**src/rtl/voiceprint_result_reporter.sv**
```systemverilog
// Turns recognition-result and training-done events into short ASCII messages and streams
// them byte-by-byte over a valid/ready handshake to the RS232 TX serializer.
module voiceprint_result_reporter #(
    parameter logic [2:0]  NOMATCH_CODE   = 3'd7,
    parameter int unsigned INTER_BYTE_GAP = 16,
    parameter int unsigned GAP_W          = 8
) (
    input  logic       clk,
    input  logic       rst,
    input  logic [2:0] recognition_result,
    input  logic       recognition_result_flag,
    input  logic       train_down,
    input  logic       tx_ready,
    output logic       tx_valid,
    output logic [7:0] tx_data,
    output logic [2:0] last_result,
    output logic       result_valid,
    output logic       busy,
    output logic       overrun
);

    localparam bit             UseGap  = (INTER_BYTE_GAP != 0);
    localparam logic [GAP_W-1:0] GapLast = GAP_W'(INTER_BYTE_GAP - 1);

    typedef enum logic [1:0] {StIdle, StSend, StGap} state_e;

    state_e           state_q, state_d;
    logic             res_flag_q, trn_flag_q;
    logic             res_rise, trn_rise;
    logic             res_pend_q, res_pend_d;
    logic             trn_pend_q, trn_pend_d;
    logic             res_take, trn_take;
    logic [2:0]       res_buf_q;
    logic [2:0]       last_result_q;
    logic             result_valid_q;
    logic             overrun_q;
    logic             msg_trn_q, msg_trn_d;
    logic [7:0]       msg_digit_q, msg_digit_d;
    logic [2:0]       idx_q, idx_d;
    logic [2:0]       last_idx;
    logic [GAP_W-1:0] gap_cnt_q, gap_cnt_d;
    logic             done_q, done_d;

    assign res_rise = recognition_result_flag & ~res_flag_q;
    assign trn_rise = train_down & ~trn_flag_q;
    assign last_idx = msg_trn_q ? 3'd4 : 3'd5;

    // A rise in the same cycle as the FSM takes the pending bit keeps it set for the next message.
    assign res_pend_d = res_rise | (res_pend_q & ~res_take);
    assign trn_pend_d = trn_rise | (trn_pend_q & ~trn_take);

    always_comb begin
        state_d     = state_q;
        idx_d       = idx_q;
        gap_cnt_d   = gap_cnt_q;
        done_d      = done_q;
        msg_trn_d   = msg_trn_q;
        msg_digit_d = msg_digit_q;
        res_take    = 1'b0;
        trn_take    = 1'b0;
        tx_valid    = 1'b0;
        case (state_q)
            StIdle: begin
                if (res_pend_q) begin
                    res_take    = 1'b1;
                    msg_trn_d   = 1'b0;
                    msg_digit_d = (res_buf_q == NOMATCH_CODE) ? 8'h3F
                                                              : 8'h30 + {5'd0, res_buf_q};
                    idx_d       = 3'd0;
                    done_d      = 1'b0;
                    state_d     = StSend;
                end else if (trn_pend_q) begin
                    trn_take  = 1'b1;
                    msg_trn_d = 1'b1;
                    idx_d     = 3'd0;
                    done_d    = 1'b0;
                    state_d   = StSend;
                end
            end
            StSend: begin
                tx_valid = 1'b1;
                if (tx_ready) begin
                    gap_cnt_d = '0;
                    if (idx_q == last_idx) begin
                        done_d  = 1'b1;
                        state_d = UseGap ? StGap : StIdle;
                    end else begin
                        idx_d   = idx_q + 3'd1;
                        state_d = UseGap ? StGap : StSend;
                    end
                end
            end
            StGap: begin
                if (gap_cnt_q == GapLast) begin
                    state_d = done_q ? StIdle : StSend;
                end else begin
                    gap_cnt_d = gap_cnt_q + 1'b1;
                end
            end
            default: state_d = StIdle;
        endcase
    end

    always_comb begin
        tx_data = 8'h00;
        if (state_q == StSend) begin
            if (msg_trn_q) begin
                case (idx_q)
                    3'd0:    tx_data = 8'h54;
                    3'd1:    tx_data = 8'h52;
                    3'd2:    tx_data = 8'h4E;
                    3'd3:    tx_data = 8'h0D;
                    3'd4:    tx_data = 8'h0A;
                    default: tx_data = 8'h00;
                endcase
            end else begin
                case (idx_q)
                    3'd0:    tx_data = 8'h49;
                    3'd1:    tx_data = 8'h44;
                    3'd2:    tx_data = 8'h3A;
                    3'd3:    tx_data = msg_digit_q;
                    3'd4:    tx_data = 8'h0D;
                    3'd5:    tx_data = 8'h0A;
                    default: tx_data = 8'h00;
                endcase
            end
        end
    end

    always_ff @(posedge clk or posedge rst) begin
        if (rst) begin
            state_q        <= StIdle;
            res_flag_q     <= 1'b0;
            trn_flag_q     <= 1'b0;
            res_pend_q     <= 1'b0;
            trn_pend_q     <= 1'b0;
            res_buf_q      <= 3'd0;
            last_result_q  <= 3'd0;
            result_valid_q <= 1'b0;
            overrun_q      <= 1'b0;
            msg_trn_q      <= 1'b0;
            msg_digit_q    <= 8'h00;
            idx_q          <= 3'd0;
            gap_cnt_q      <= '0;
            done_q         <= 1'b0;
        end else begin
            state_q     <= state_d;
            res_flag_q  <= recognition_result_flag;
            trn_flag_q  <= train_down;
            res_pend_q  <= res_pend_d;
            trn_pend_q  <= trn_pend_d;
            msg_trn_q   <= msg_trn_d;
            msg_digit_q <= msg_digit_d;
            idx_q       <= idx_d;
            gap_cnt_q   <= gap_cnt_d;
            done_q      <= done_d;
            if (res_rise) begin
                res_buf_q      <= recognition_result;
                last_result_q  <= recognition_result;
                result_valid_q <= 1'b1;
            end
            overrun_q <= overrun_q | (res_rise & res_pend_q) | (trn_rise & trn_pend_q);
        end
    end

    assign last_result  = last_result_q;
    assign result_valid = result_valid_q;
    assign overrun      = overrun_q;
    assign busy         = (state_q != StIdle) | res_pend_q | trn_pend_q;

endmodule

```
**config.mk**
```make
export PLATFORM = sky130hd
export DESIGN_NAME = voiceprint_result_reporter
export DESIGN_NICKNAME = d
export VERILOG_FILES = /design/src/rtl/voiceprint_result_reporter.sv
export SDC_FILE = /design/constraint.sdc
export NUM_CORES = 1
export LEC_CHECK = 0
export ABC_AREA = 0
export ABC_CLOCK_PERIOD_IN_PS = 2700
export BUFFER_PORTS_ARGS = -buffer_cell sky130_fd_sc_hd__clkbuf_2
export CAP_MARGIN = 30
export CORE_MARGIN = 3
export CORE_UTILIZATION = 60
export CTS_CLUSTER_DIAMETER = 30
export DETAILED_ROUTE_END_ITERATION = 12
export MAX_ROUTING_LAYER = met4
export PLACE_DENSITY = 0.84
export SKIP_LAST_GASP = 1
export SLEW_MARGIN = 40
export SYNTH_ARGS = -nofsm -noshare
export SYNTH_HDL_FRONTEND = slang
export SYNTH_SLANG_ARGS = --single-unit
```
**constraint.sdc**
```tcl
create_clock -name clk -period 2.7 [get_ports clk]
set_input_delay 0.54 -clock clk [delete_from_list [all_inputs] [get_ports clk]]
set_output_delay 0.54 -clock clk [all_outputs]
set_load 0.03 [all_outputs]
```
## Word level (Yosys, flattened, before mapping)

Cells that the tools add are included.

| storage, ports and cells | value |
|---|---|
| bits in registers | 32 |
| output and inout port bits | 15 |
| logic and storage cells | 93 |
| input bits | 8 |

| cells by class | value |
|---|---|
| reduce and logical (&&, ||, !) cells | 12 |
| mux-type cells | 33 |
| bitwise gates (word level) | 16 |
| eq/ne operators | 16 |
| $add $sub $neg | 3 |

Operators with widths:

| operator | count |
|---|---|
| 8-bit case mux with 6 select lines | 1 |
| 7-bit case mux with 5 select lines | 1 |
| 8-bit two-way mux | 4 |
| 8-bit case mux with 2 select lines | 1 |
| 1-bit two-way mux | 14 |
| 3-bit two-way mux | 4 |
| 2-bit != test, second input constant | 5 |
| 3-bit equality test, second input constant | 3 |
| 8-bit by 1-bit adder with 8-bit output, second input constant | 1 |
| 8-bit by 4-bit equality test with 1-bit output, second input constant | 1 |
| 2-bit two-way mux | 4 |
| 4-bit AND reduction | 2 |
| 2-bit nonzero test | 4 |
| 6-bit by 3-bit adder with 7-bit output, first input constant | 1 |
| 7-bit two-way mux | 1 |
| 1-bit bitwise AND | 6 |
| 3-bit by 2-bit equality test with 1-bit output, second input constant | 2 |
| 1-bit OR | 6 |
| 2-bit case mux with 3 select lines | 1 |
| 3-bit case mux with 2 select lines | 1 |
| 3-bit AND reduction | 2 |
| 1-bit inverter | 4 |
| 2-bit AND reduction | 2 |
| 3-bit by 1-bit adder with 3-bit output, second input constant | 1 |
| other kinds (8) | 8 |

## Logic depth before layout (Yosys ltp)

| logic depth | value |
|---|---|
| depth after elaboration | 6 |
| depth in mapped cells | 7 |
| depth with buffers taken out | 6 |

## Worst setup path after synthesis

No wires, ideal clock.

| timing | value |
|---|---|
| path type | flip-flop to output port |
| from | reg idx_q[0] |
| to | out tx_data[2] |
| path slack | 0.272 ns |
| path buffers | 1 |
| cell stages (with the launch flop) | 8 |
| arrival | 1.888 ns |
| required time | 2.160 ns |
| cells stage by stage | dfrtp_1 -> inv_1 -> ha_1 -> clkbuf_1 -> nor2_1 -> o21ai_0 -> a21boi_0 -> a211oi_1 |

| on the way | value |
|---|---|
| cells in the longest elaborated chain, start to end | 4 |
| elaborated cells on any way between the ends | 10 |
| classes of those cells | 5 x eq/ne; 4 x mux; 1 x reduce/logical |

Ends and longest elaborated chain:

| what | RTL line | source |
|---|---|---|
| from (decl) | 39 | `logic [2:0] idx_q, idx_d;` |
| from (signal assigned) | 154 | `idx_q <= idx_d;` |
| 3-bit equality test, or another cell as far along | 117 | `case (idx_q)` |
| 8-bit case mux with 6 select lines or 7-bit case mux with 5 select lines (tied branches) | 117, 108 |  |
| 8-bit two-way mux (*) | 107 | `if (msg_trn_q) begin` |
| 8-bit two-way mux (*) | 106 | `if (state_q == StSend) begin` |
| to (decl) | 15 | `output logic [7:0] tx_data,` |

Mark *: on every way between the ends. The rest lies on a longest branch, timed or not.

## Worst setup path in the final report

Ends and elaborated chain as after synthesis.

==> out/results.env <==
STATUS='finished, final reports clean'
POWER.DENSITY_CELL_AREA_nW_PER_UM2=1050
YS_SEQ_AREA_FRAC=0.4503
PORT_BUFFER_CELLS=21
FINAL-HOLD-VIOLATION-COUNT=0
WORSTSKEWPAIRLATENCY_PS=320
CTS_TREE='done'
MOST-COMMON-LAYOUT-CELLS='sky130_fd_sc_hd__dfrtp_1, sky130_fd_sc_hd__clkbuf_2, sky130_fd_sc_hd__nand2_1'
PLACE_WORST_SETUP_SLACK_PS=312.8
CLOCK-ROOT-BUFFER='sky130_fd_sc_hd__clkbuf_4'
MAXCLOCKFREQUENCY_MHz=388.5
DIE_X_UM=57.83
GRT_PASS1_VIAS=1293
COREAREA_UM2=2522
DIE_AREA_UM2=3344
TIMING.CRITICAL_PATH.TO_TYPE='primary output'
NUMBER_OF_NETS_WITH_ANTENNA_VIOLATIONS_AFTER_DETAILED_ROUTING=0
PLACE_HPWL_UM=2451
SETUP_VIOL=0
VIA_COUNT=1305
POSTCTSSETUPBUFFERS=0
ROUTED_VIA_DENSITY=6.014
YOSYS.AREA.TOP_TYPE='sky130_fd_sc_hd__dfrtp_1'
NUM_ROWS=18
CRITPATHKIND='reg -> out'
H-TREE-DEPTH=2
GLOBAL_ROUTE_WIRE_LENGTH_BEFORE_REPAIR_UM=5692
DRT-PASS1-ITER-COUNT=4
CP_DATA_ARRIVAL_TIME_PS=2030
GPL.FINAL_WEIGHTED_CONGESTION=0.9905
FRACTION_OF_LAYOUT_INSTANCES_USING_A_DRIVE_STRENGTH_ABOVE_1=0.2620
SYNTH.TOP_CELLS.BY_AREA='sky130_fd_sc_hd__dfrtp_1, sky130_fd_sc_hd__mux2i_1, sky130_fd_sc_hd__ha_1, sky130_fd_sc_hd__mux2_2, sky130_fd_sc_hd__nand2_1'
GRT_ANTENNA_BEFORE_REPAIR=0
CRITICAL-PATH-MAX-STAGE-DELAY_PS=460
VDD.IR_DROP.WORST_uV=799.7
MIN-DELAY-PATH-CLASS='in -> async'
REG2REG_SETUP_SLACK_PS=1120
CTS_NUM_SINKS=29
POST_CTS_HOLD_BUFFER_COUNT=0
GRT_REMAINING_OVERFLOW=0
FIN_NETS=202
SYN-INSTANCE-COUNT=166
SYNTH_NETS=181
MAXCAPVIOLCOUNT=0
SYN-CELL-AREA_UM2=1612
FINCLKSKEW_PS=5.946
TYPE_OF_ELEMENT_LAUNCHING_THE_CRITICAL_PATH='flop'
CRITICAL_PATH.CELL_CHAIN='ha_1 > ha_1 > a22o_1 > a211oi_1 > a211oi_1 > buf_2'
YOSYS_REGISTER_BITS=29
MAX-CLOCK-PATH-BUFFERS=2
NETLIST.AREA_LEADER.SHARE=0.4503
TRACK_USAGE=0.2295
PERIOD_SHARE=0.9533
SYNTHESIS.AREA_PER_INSTANCE_UM2=9.708
TRITONCTS.NUM_BUFFERS=5
PIN_COUNT_OF_THE_BIGGEST_NET_ENTERING_GLOBAL_ROUTING=21
LEAKAGE_uW=0.0008634
WL_PER_CELL_UM=14.67
N_ANTENNA_CELL=0
ROUTE.FINAL.WIRE_LENGTH_UM=3183
CRITPATHREQUIREDTIME_PS=2160
SYN2LAYOUT_AREA_GROWTH_PCT=12.19
FLOORPLAN.DIE.HEIGHT_UM=57.83
YOSYS.CELL_TYPES.COUNT=40
TIMING.FINAL.WS_SETUP_PS=126.2
MAX_FANOUT_ON_CRITICAL_PATH=7
FINALMAXSLEWVIOLATIONS=0
MOSTFREQUENTLAYOUTCELL='sky130_fd_sc_hd__dfrtp_1'
FINAL.MIN_CLOCK_PERIOD_PS=2574
YOSYS_WARNINGS=0
CLK_PIN_SLEW_WORST_PATHS_PS=90
CPMAXSTAGEDELAYCELL='sky130_fd_sc_hd__dfrtp_2'
DRT_FIRST_ITER_VIOLATIONS=68
IO-PIN-COUNT=23
START_UTIL=0.6389
SUM_OF_NEGATIVE_SETUP_SLACK_PS=0
POST-ROUTE-DRC-COUNT=0
RSZ_0062_RAISED_AFTER_GLOBAL_ROUTING='no'
-- per-layer routing --
layer / part of all wire / vias up / track usage
li1: - / 626 / -
met1: 0.42 / 627 / 0.2843
met2: 0.50 / 46 / 0.3645
met3: 0.068 / 6 / 0.06682
met4: 0.0091 / 0 / 0.06954
met5: 0 / - / -
-- sequential cells by signal (all words and copies together) (netlist names) --
name          count
gap_cnt_q         8
state_q           2
idx_q             3
res_pend_q        1
msg_digit_q       5
trn_pend_q        1
result_valid      1
trn_flag_q        1
last_result       3
overrun           1
done_q            1
res_flag_q        1
msg_trn_q         1
-- cell usage after synthesis (all sizes together) --
library cell	count
nand3b	2
ha	7
and3	3
or2	2
nand3	5
mux2i	9
a22oi	1
a22o	1
clkbuf	3
dfrtp	29
o31ai	2
nor2	13
conb	1
nand2	16
a221o	1
a211oi	7
nor4	1
and2	1
o21ai	11
a31oi	2
mux2	6
nand2b	6
nor2b	3
o311ai	1
nor3	5
a21boi	1
xnor2	1
a21o	1
a21oi	9
and4	1
inv	9
o211ai	1
buf	5
-- cell families (layout without fill, tap and decap cells) --
logic type / count (synthesis) / in the layout / share of synthesized area
AOI/OAI and AO/OA: 38 / 38 / 0.1545
muxes: 15 / 15 / 0.09783
adders and majority gates: 7 / 7 / 0.05435
other: 1 / 1 / 0.002327
buffers and inverters: 17 / 38 / 0.04658
and+or+nand+nor: 58 / 58 / 0.1887
DFF: 29 / 29 / 0.4503
xor gates and xnor gates: 1 / 1 / 0.005436
-- worst max-delay path, delay by kind of cell (launching register included) --
kind,cells,cell delay (ps)
flip-flops,1,460
adder cells (fa/ha/maj),2,490
AO/OA/AOI/OAI,3,560
buffers and inverters,1,200
-- timing repair --
action / 4_1_cts / 5_1_grt
gates resized for setup: 1 / 7
pin swaps: 0 / 1
setup endpoints to repair: 1 / 2
-- power by group --
part           switching, uW  internal, uW
Clock                    141           188
Sequential               167           550
Combinational            535           317
Total                    843          1060
-- worst paths after layout --
check / from / end / cells after the start
min reg2reg: result_valid$_DFFE_PP0P_ / result_valid$_DFFE_PP0P_ / 1
max: idx_q[0]$_DFFE_PP0P_ / tx_data[2] / 6
min in group clk: train_down / trn_flag_q$_DFF_PP0_ / 1
max reg2reg: gap_cnt_q[0]$_DFFE_PP0P_ / gap_cnt_q[1]$_DFFE_PP0P_ / 5
min: rst / res_pend_q$_DFF_PP0_ / 2
max in group asynchronous: rst / idx_q[0]$_DFFE_PP0P_ / 3
-- through the flow --
| step | hold WS [ps] | total power, uW | utilization | cell area, um^2 | instances |
|---|---|---|---|---|---|
| detailed placement | 453.9 | 1552 | 0.6820 | 1720 | 210 |
| finish | 145.5 | 1898 | 0.7168 | 1808 | 217 |
| global placement | 448.3 | 1494 | 0.6820 | 1720 | 210 |
| global route | 145.5 | 2046 | 0.7168 | 1808 | 217 |
| floorplan | 428.1 | 1355 | - | 1612 | 166 |
| CTS | 146.7 | 1891 | 0.7108 | 1793 | 217 |
-- final cells by class --
class	instances	area (um^2)
clock inverters	2	35.03
flip-flops and latches	29	728.2
clock buffers	5	37.54
multi-input cells	120	823.3
fillers	187	714.4
well taps	30	37.54
repair buffers	22	112.6
inverters	9	33.78
Note: power is estimated with default switching activity, not from simulation.
